## src/rtl/serial_subtractor_ctrl.sv

```systemverilog
// Bit-serial WIDTH-bit subtractor: one full-subtractor cell and a borrow flop, LSB first.
// Optional SIGNED_OVF_EN adds a registered two's-complement overflow output (ovf).
module serial_subtractor_ctrl #(
    parameter int WIDTH = 8
) (
    input  logic             clk,
    input  logic             rst,
    input  logic             start,
    input  logic [WIDTH-1:0] A,
    input  logic [WIDTH-1:0] B,
    input  logic             Bin,
    output logic             busy,
    output logic             done,
    output logic [WIDTH-1:0] D,
    output logic             Bout
`ifdef SIGNED_OVF_EN
    ,
    output logic             ovf
`endif
);

    localparam int CNT_W = (WIDTH > 1) ? $clog2(WIDTH) : 1;
    localparam logic [CNT_W-1:0] LAST = CNT_W'(WIDTH - 1);

    typedef enum logic [1:0] {
        IDLE  = 2'd0,
        SHIFT = 2'd1,
        FIN   = 2'd2
    } state_t;

    state_t           state;
    logic [WIDTH-1:0] a_sh;
    logic [WIDTH-1:0] b_sh;
    logic [WIDTH-1:0] r_sh;
    logic             bw;
    logic [CNT_W-1:0] count;

    logic             d_bit;
    logic             bo_bit;
    logic [WIDTH-1:0] r_next;

    function automatic logic cell_diff(input logic a, input logic b, input logic bi);
        return a ^ b ^ bi;
    endfunction

    function automatic logic cell_borrow(input logic a, input logic b, input logic bi);
        return (~a & b) | (~(a ^ b) & bi);
    endfunction

    // Result enters at the MSB so that after WIDTH shifts bit 0 sits at the LSB.
    always_comb begin
        d_bit  = cell_diff(a_sh[0], b_sh[0], bw);
        bo_bit = cell_borrow(a_sh[0], b_sh[0], bw);
        r_next = r_sh >> 1;
        r_next[WIDTH-1] = d_bit;
    end

    always_ff @(posedge clk or posedge rst) begin
        if (rst) begin
            state <= IDLE;
            a_sh  <= '0;
            b_sh  <= '0;
            r_sh  <= '0;
            bw    <= 1'b0;
            count <= '0;
            busy  <= 1'b0;
            done  <= 1'b0;
            D     <= '0;
            Bout  <= 1'b0;
`ifdef SIGNED_OVF_EN
            ovf   <= 1'b0;
`endif
        end else begin
            case (state)
                IDLE: begin
                    done <= 1'b0;
                    if (start) begin
                        a_sh  <= A;
                        b_sh  <= B;
                        bw    <= Bin;
                        count <= '0;
                        r_sh  <= '0;
                        busy  <= 1'b1;
                        state <= SHIFT;
                    end
                end
                SHIFT: begin
                    r_sh  <= r_next;
                    a_sh  <= a_sh >> 1;
                    b_sh  <= b_sh >> 1;
                    bw    <= bo_bit;
                    count <= count + CNT_W'(1);
                    if (count == LAST) begin
                        D     <= r_next;
                        Bout  <= bo_bit;
`ifdef SIGNED_OVF_EN
                        // bw here is the borrow into the MSB cell
                        ovf   <= bw ^ bo_bit;
`endif
                        busy  <= 1'b0;
                        done  <= 1'b1;
                        state <= FIN;
                    end
                end
                FIN: begin
                    done  <= 1'b0;
                    state <= IDLE;
                end
                default: begin
                    busy  <= 1'b0;
                    done  <= 1'b0;
                    state <= IDLE;
                end
            endcase
        end
    end

endmodule

```

## config.mk

```make
export PLATFORM = sky130hd
export DESIGN_NAME = serial_subtractor_ctrl
export DESIGN_NICKNAME = d
export VERILOG_FILES = /design/src/rtl/serial_subtractor_ctrl.sv
export SDC_FILE = /design/constraint.sdc
export NUM_CORES = 1
export LEC_CHECK = 0
export CAP_MARGIN = 25
export CORE_MARGIN = 1
export CORE_UTILIZATION = 42
export DETAILED_ROUTE_END_ITERATION = 10
export PLACE_DENSITY = 0.65
export SETUP_SLACK_MARGIN = 0.02
export SLEW_MARGIN = 20
export SYNTH_ARGS = -nofsm -noshare
export SYNTH_HDL_FRONTEND = slang
export SYNTH_SLANG_ARGS = --single-unit
```

## constraint.sdc

```tcl
create_clock -name clk -period 3.4 [get_ports clk]
set_clock_uncertainty 0.1 [all_clocks]
set_input_delay 0.68 -clock clk [delete_from_list [all_inputs] [get_ports clk]]
set_output_delay 0.68 -clock clk [all_outputs]
set_load 0.005 [all_outputs]
```

==> results of run 1 <==
-- per-stage QoR --
| step | std cells | utilization [%] | cell area (um^2) |
|---|---|---|---|
| finish | 232 | 54.23 | 2216 |
| detailed placement | 224 | 51.84 | 2118 |
| global route | 232 | 54.23 | 2216 |
| global placement | 224 | 51.84 | 2118 |
| floorplan | 153 | - | 1829 |
| CTS | 232 | 54.23 | 2216 |
-- synthesized netlist by cell type --
master    instances
a221oi_1          1
o21ai_0           2
o21bai_4          1
inv_1            18
mux2_2            1
a21oi_1           2
buf_1             1
mux2_4            7
nand2_1           2
buf_4             3
a22o_1           11
a222oi_1          1
o21ba_2           1
fa_1              1
o21a_1           12
buf_6             4
ha_1              2
a21o_1            1
a311oi_1          1
nor2_1           19
dfrtp_1          40
nand3b_4          1
buf_2             2
nor2b_1           2
a32oi_1          12
nand2b_1          4
nor2_2            1
-- state kept, by name, summed over array words and instances, names as in the netlist --
signal / flops
D: 8
bw: 1
state: 2
r_sh: 7
b_sh: 8
count: 3
done: 1
Bout: 1
busy: 1
a_sh: 8
-- critical path, delay by kind of cell --
kind | cells | cell delay [ps]
simple gates | 1 | 70
compound gates | 2 | 590
buf+inv | 1 | 930
-- power groups by stage --
stage          Clock (mW)  Combinational [mW]  Sequential, mW
3_3_place_gp            0               0.717           0.855
6_report            0.332               0.737           0.859
4_1_cts             0.343               0.745           0.857
2_1_floorplan           0               0.573           0.803
3_5_place_dp            0               0.741           0.865
5_1_grt             0.367               0.821           0.887
-- worst paths after layout --
path,startpoint,endpoint,cells past startpoint
min,Bout$_DFFE_PP0P_,Bout$_DFFE_PP0P_,2
max reg2reg,state[0]$_DFFE_PP0P_,a_sh[5]$_DFFE_PP0P_,3
max in group asynchronous,rst,b_sh[0]$_DFFE_PP0P_,3
min reg2reg,Bout$_DFFE_PP0P_,Bout$_DFFE_PP0P_,2
max,start,b_sh[1]$_DFFE_PP0P_,4
min in group asynchronous,rst,D[7]$_DFFE_PP0P_,3
-- layout make-up --
| type | instances | area, um^2 |
|---|---|---|
| timing repair buffer | 31 | 307.8 |
| fill | 345 | 1871 |
| inverter | 18 | 67.56 |
| clock buffer | 6 | 82.58 |
| sequential | 40 | 1001 |
| tap | 50 | 62.56 |
| multi-input combinational | 85 | 679.4 |
| clock inverter | 2 | 15.01 |
-- cell families after synthesis --
family          Yosys count
compound gates           45
flops                    40
simple gates             29
buf+inv                  28
mux                       8
fa+ha+maj                 3
-- layer usage --
layer | track usage [%] | up-vias
met3 | 5.667 | 6
met2 | 26.35 | 41
met5 | 0 | -
met1 | 20.63 | 632
met4 | 6.250 | 0
li1 | - | 596
==> results.yml, run 1 <==
min_path:
  hold_path.class: "flip-flop to flip-flop"
setup_path:
  start_kind: "primary input"
  max_stage_delay_ps: 930
  arrival_ps: 2270
  critical_path_class: "primary input to flip-flop"
  required_ps: 3500
  cp-end-kind: "flip-flop"
  path_cells: "clkdlybuf4s50_1 > o21ba_2 > nor2_1 > a311oi_1"
  worstPathMaxFanout: 18
  crit_path_top_delay_cell: "clkdlybuf4s50_1"
  rrSetupSlack_ps: 1290
floorplan:
  die_y_um: 68.00
  core_area_um2: 4086
  rows: 23
  die_area_um2: 4623
  die_w_um: 68.00
  start_util_pct: 44.76
  ios: 31
global_routing:
  grt_max_degree: 41
  grt_pass1_vias: 1254
  antenna_found_initial: 0
  grt.overflow.total: 0
  grt_use_total_pct: 16.57
  grt_pass1_wl_um: 5582
cts:
  ctsResizeCount: 0
  cts_root_buf: "clkbuf_8"
  cts_num_sinks: 40
  cts_setup_buffers: 0
  htreeDepth: 2
  clock_latency_ps: 300
  cts.clk_slew.worst_paths_ps: 70
  clk_path_buf_depth: 2
  cts_tree: "done"
  cts_made_buffers: 5
  hold_buffers: 0
sta:
  fmax_ghz: 0.4598
  finalHoldViolations: 0
  setup_slack_ps: 1225
  slew_headroom_pct: 35.23
  finalSetupViolations: 0
  drv_slew: 0
  fin_setup_tns_ps: 0
  worst_slew_pin_slew_ps: 967.9
  hold_slack_ps: 392.5
  layout_min_cycle_time_ps: 2175
  finalCritPeriodShare_pct: 63.97
  grt_setup_unrepaired: "false"
synth:
  syn_inst: 153
  synthTopCellsByArea: "dfrtp_1 (55%), mux2_4 (5.7%), a32oi_1 (5.7%), a22o_1 (5.3%), o21a_1 (4.9%)"
  synthMuxAreaShare_pct: 6.361
  yosysTopAreaCellShare_pct: 54.72
  syn_nets: 176
  synth_xor_xnor_area_share_pct: 0
  ys_warn_count: 0
  syn-cell-area_um2: 1829
  yosysSeqAreaShare_pct: 54.72
  ys_ff_latch: 40
  yosys.cell_types.count: 27
  synth_top_family_by_area: "compound AO/OA/AOI/OAI gates"
  synth_compound_area_share_pct: 20.52
  synth_top_cell_by_area: "dfrtp_1"
  yosys.area_share.adder_pct: 2.462
  synthSimpleGateAreaFrac_pct: 7.798
  synth.avg_cell_area_um2: 11.96
route:
  wirelength_met1_um: 1550
  drc: 0
  first_pass_iters: 4
  routed_wl_um: 3384
  wl_met2_um: 1614
  vias: 1275
  met3_length_um: 170
  wl_per_cell_um: 14.59
  ant_nets: 0
  dr.first_iter.drc_count: 70
  viasPerCell: 5.496
  highest_layer: "met4"
placement:
  port-buffer-count: 30
  dp_hpwl_um: 2276
  gp_congestion: 0.7346
  pre_cts_ws_ps: 941.1
pwr:
  power_mw: 1.927
  pwr-share-clk_pct: 17.2
  power.switching_mw: 0.6366
  power_frac_comb_pct: 38.2
  peakVddDrop_mv: 0.2752
  cellPowerDensity_nw_per_um2: 869.8
  leakage_nw: 1.030
  switching_share_pct: 33.03
  p_int_mw: 1.291
  pwr-share-seq_pct: 44.5
finish:
  layout_common_cells: "dfrtp_1 (40), clkdlybuf4s50_1 (30), nor2_1 (19)"
  final_common_cell: "dfrtp_1"
  area_growth_pct: 21.14
  diodes: 0
  layout-drive-gt1-share_pct: 11.54
  layout.nets: 204
status:
  status: "complete, no violations"
job:
  max_cap_viol_count: 0
No activity file was read; power rests on OpenSTA's default activity.
==> run 2, diff against run 1 <==
Settings changed: PLACE_DENSITY 0.65 to 0.67.
Clock period 3.4 ns to 1.9 ns, I/O delays scaled along.
==> results.yml, run 2 (same netlist as run 1, synthesis figures left out) <==
setup_path:
  start_kind: "flip-flop"
  path_cells: "buf_4 > o21ba_2 > nor2_1 > a311oi_1"
  cp-startpoint: "state[0]$_DFFE_PP0P_"
  max_stage_delay_ps: 530
  critPathTopFamily: "compound AO/OA/AOI/OAI gates"
  arrival_ps: 1740
  required_ps: 1990
  critical_path_class: "flip-flop to flip-flop"
  cp_num_buf_inv: 1
  worstPathMaxFanout: 13
  cp-end-kind: "flip-flop"
  crit_path_top_delay_cell: "dfrtp_1"
  r2r-start: "state[0]$_DFFE_PP0P_"
cts:
  cts_setup_buffers: 0
  cts_root_buf: "clkbuf_8"
  cts.clk_slew.worst_paths_ps: 80
  ctsResizeCount: 0
  cts_tree: "done"
  cts_made_buffers: 5
  cts_num_sinks: 40
  hold_buffers: 0
  clk_path_buf_depth: 2
  htreeDepth: 2
  clock_latency_ps: 290
floorplan:
  core_area_um2: 4086
  rows: 23
  start_util_pct: 44.76
  die_w_um: 68.00
  die_y_um: 68.00
  ios: 31
  die_area_um2: 4623
pwr:
  peakVddDrop_mv: 0.5307
  leakage_nw: 1.060
  pwr-share-seq_pct: 41.6
  cellPowerDensity_nw_per_um2: 1575
  p_int_mw: 2.429
  power_frac_comb_pct: 38.9
  switching_share_pct: 32.06
  pwr-share-clk_pct: 19.5
  power.switching_mw: 1.147
finish:
  n_fill_cell: 345
  top_regs: "D (8), a_sh (8), b_sh (8)"
  layout-drive-gt1-share_pct: 13.51
  finalNonFillerCells: 235
  layout.nets: 207
  area_growth_pct: 24.15
  final_common_cell: "dfrtp_1"
  layout_common_cells: "dfrtp_1 (40), clkdlybuf4s50_1 (30), inv_1 (18), nor2_1 (18)"
  diodes: 0
sta:
  grt_setup_unrepaired: "false"
  finalCritPeriodShare_pct: 87.04
  drv_slew: 0
  fmax_ghz: 0.6047
  layout_min_cycle_time_ps: 1654
  fin_setup_tns_ps: 0
  slew_headroom_pct: 61.24
  worst_slew_pin_slew_ps: 580.8
  finalSetupViolations: 0
  finalHoldViolations: 0
  setup_slack_ps: 246.3
status:
  status: "complete, no violations"
job:
  max_cap_viol_count: 0
min_path:
  hold_path.class: "primary input to async pin"
placement:
  pre_cts_ws_ps: 114.0
  dp_hpwl_um: 2382
  dp.cells: 227
  port-buffer-count: 30
  gp_congestion: 0.7055
global_routing:
  grt.overflow.total: 0
  grt_pass1_vias: 1206
  grt_pass1_wl_um: 5644
  grt_use_total_pct: 16.90
  grt_max_degree: 41
  antenna_found_initial: 0
route:
  routed_wl_um: 3430
  vias: 1259
  dr.first_iter.drc_count: 78
  viasPerCell: 5.357
  first_pass_iters: 4
  ant_nets: 0
  wl_per_cell_um: 14.60
  drc: 0
## run 2: metal layers
| metal | GRT usage (%) | part of all wire, % |
|---|---|---|
| met5 | 0 | 0 |
| met4 | 7.031 | 0.87 |
| met3 | 4.167 | 4.6 |
| met2 | 26.47 | 48 |
| met1 | 22.13 | 46 |
## run 2: area by class of cell
class	instances	area [um^2]	share of cell area, %
clock buffers	5	68.82	3.030
flip-flops and latches	40	1001	44.08
inverters	18	67.56	2.975
repair buffers	34	342.8	15.10
clock inverters	3	46.29	2.039
multi-input cells	85	681.9	30.03
well taps	50	62.56	2.755
## run 2: path summary, 6_finish.rpt
check / endpoint / slack (ps) / cells past startpoint
min in group clk: Bout$_DFFE_PP0P_ / 380 / 2
setup / recovery: b_sh[1]$_DFFE_PP0P_ / 250 / 4
hold reg to reg: Bout$_DFFE_PP0P_ / 380 / 2
hold / removal: Bout$_DFFE_PP0P_ / 340 / 3
max in group asynchronous: D[3]$_DFFE_PP0P_ / 1170 / 3
setup reg to reg: b_sh[1]$_DFFE_PP0P_ / 250 / 4
## run 2: metrics by stage
stage	power [mW]	instance area, um^2	util [%]	hold slack [ps]
3_3_place_gp	2.838	2153	52.69	368.7
5_1_grt	3.844	2271	55.57	362.7
6_report	3.576	2271	55.57	342.7
3_5_place_dp	2.906	2153	52.69	373.4
4_1_cts	3.622	2268	55.51	345.4
2_1_floorplan	2.461	1829	-	364.5
## run 2: tightest hold or removal path: stages
cell             delay [ps]
clkdlybuf4s50_1         390
inv_1                    90
buf_12                  230
## run 2: power by group through the flow
| stage | Clock [mW] | Combinational [mW] | Sequential (mW) |
|---|---|---|---|
| 6_report | 0.698 | 1.39 | 1.49 |
| 5_1_grt | 0.759 | 1.55 | 1.53 |
| 4_1_cts | 0.722 | 1.41 | 1.49 |
| 3_5_place_dp | 0 | 1.40 | 1.50 |
| 3_3_place_gp | 0 | 1.36 | 1.48 |
| 2_1_floorplan | 0 | 1.02 | 1.44 |
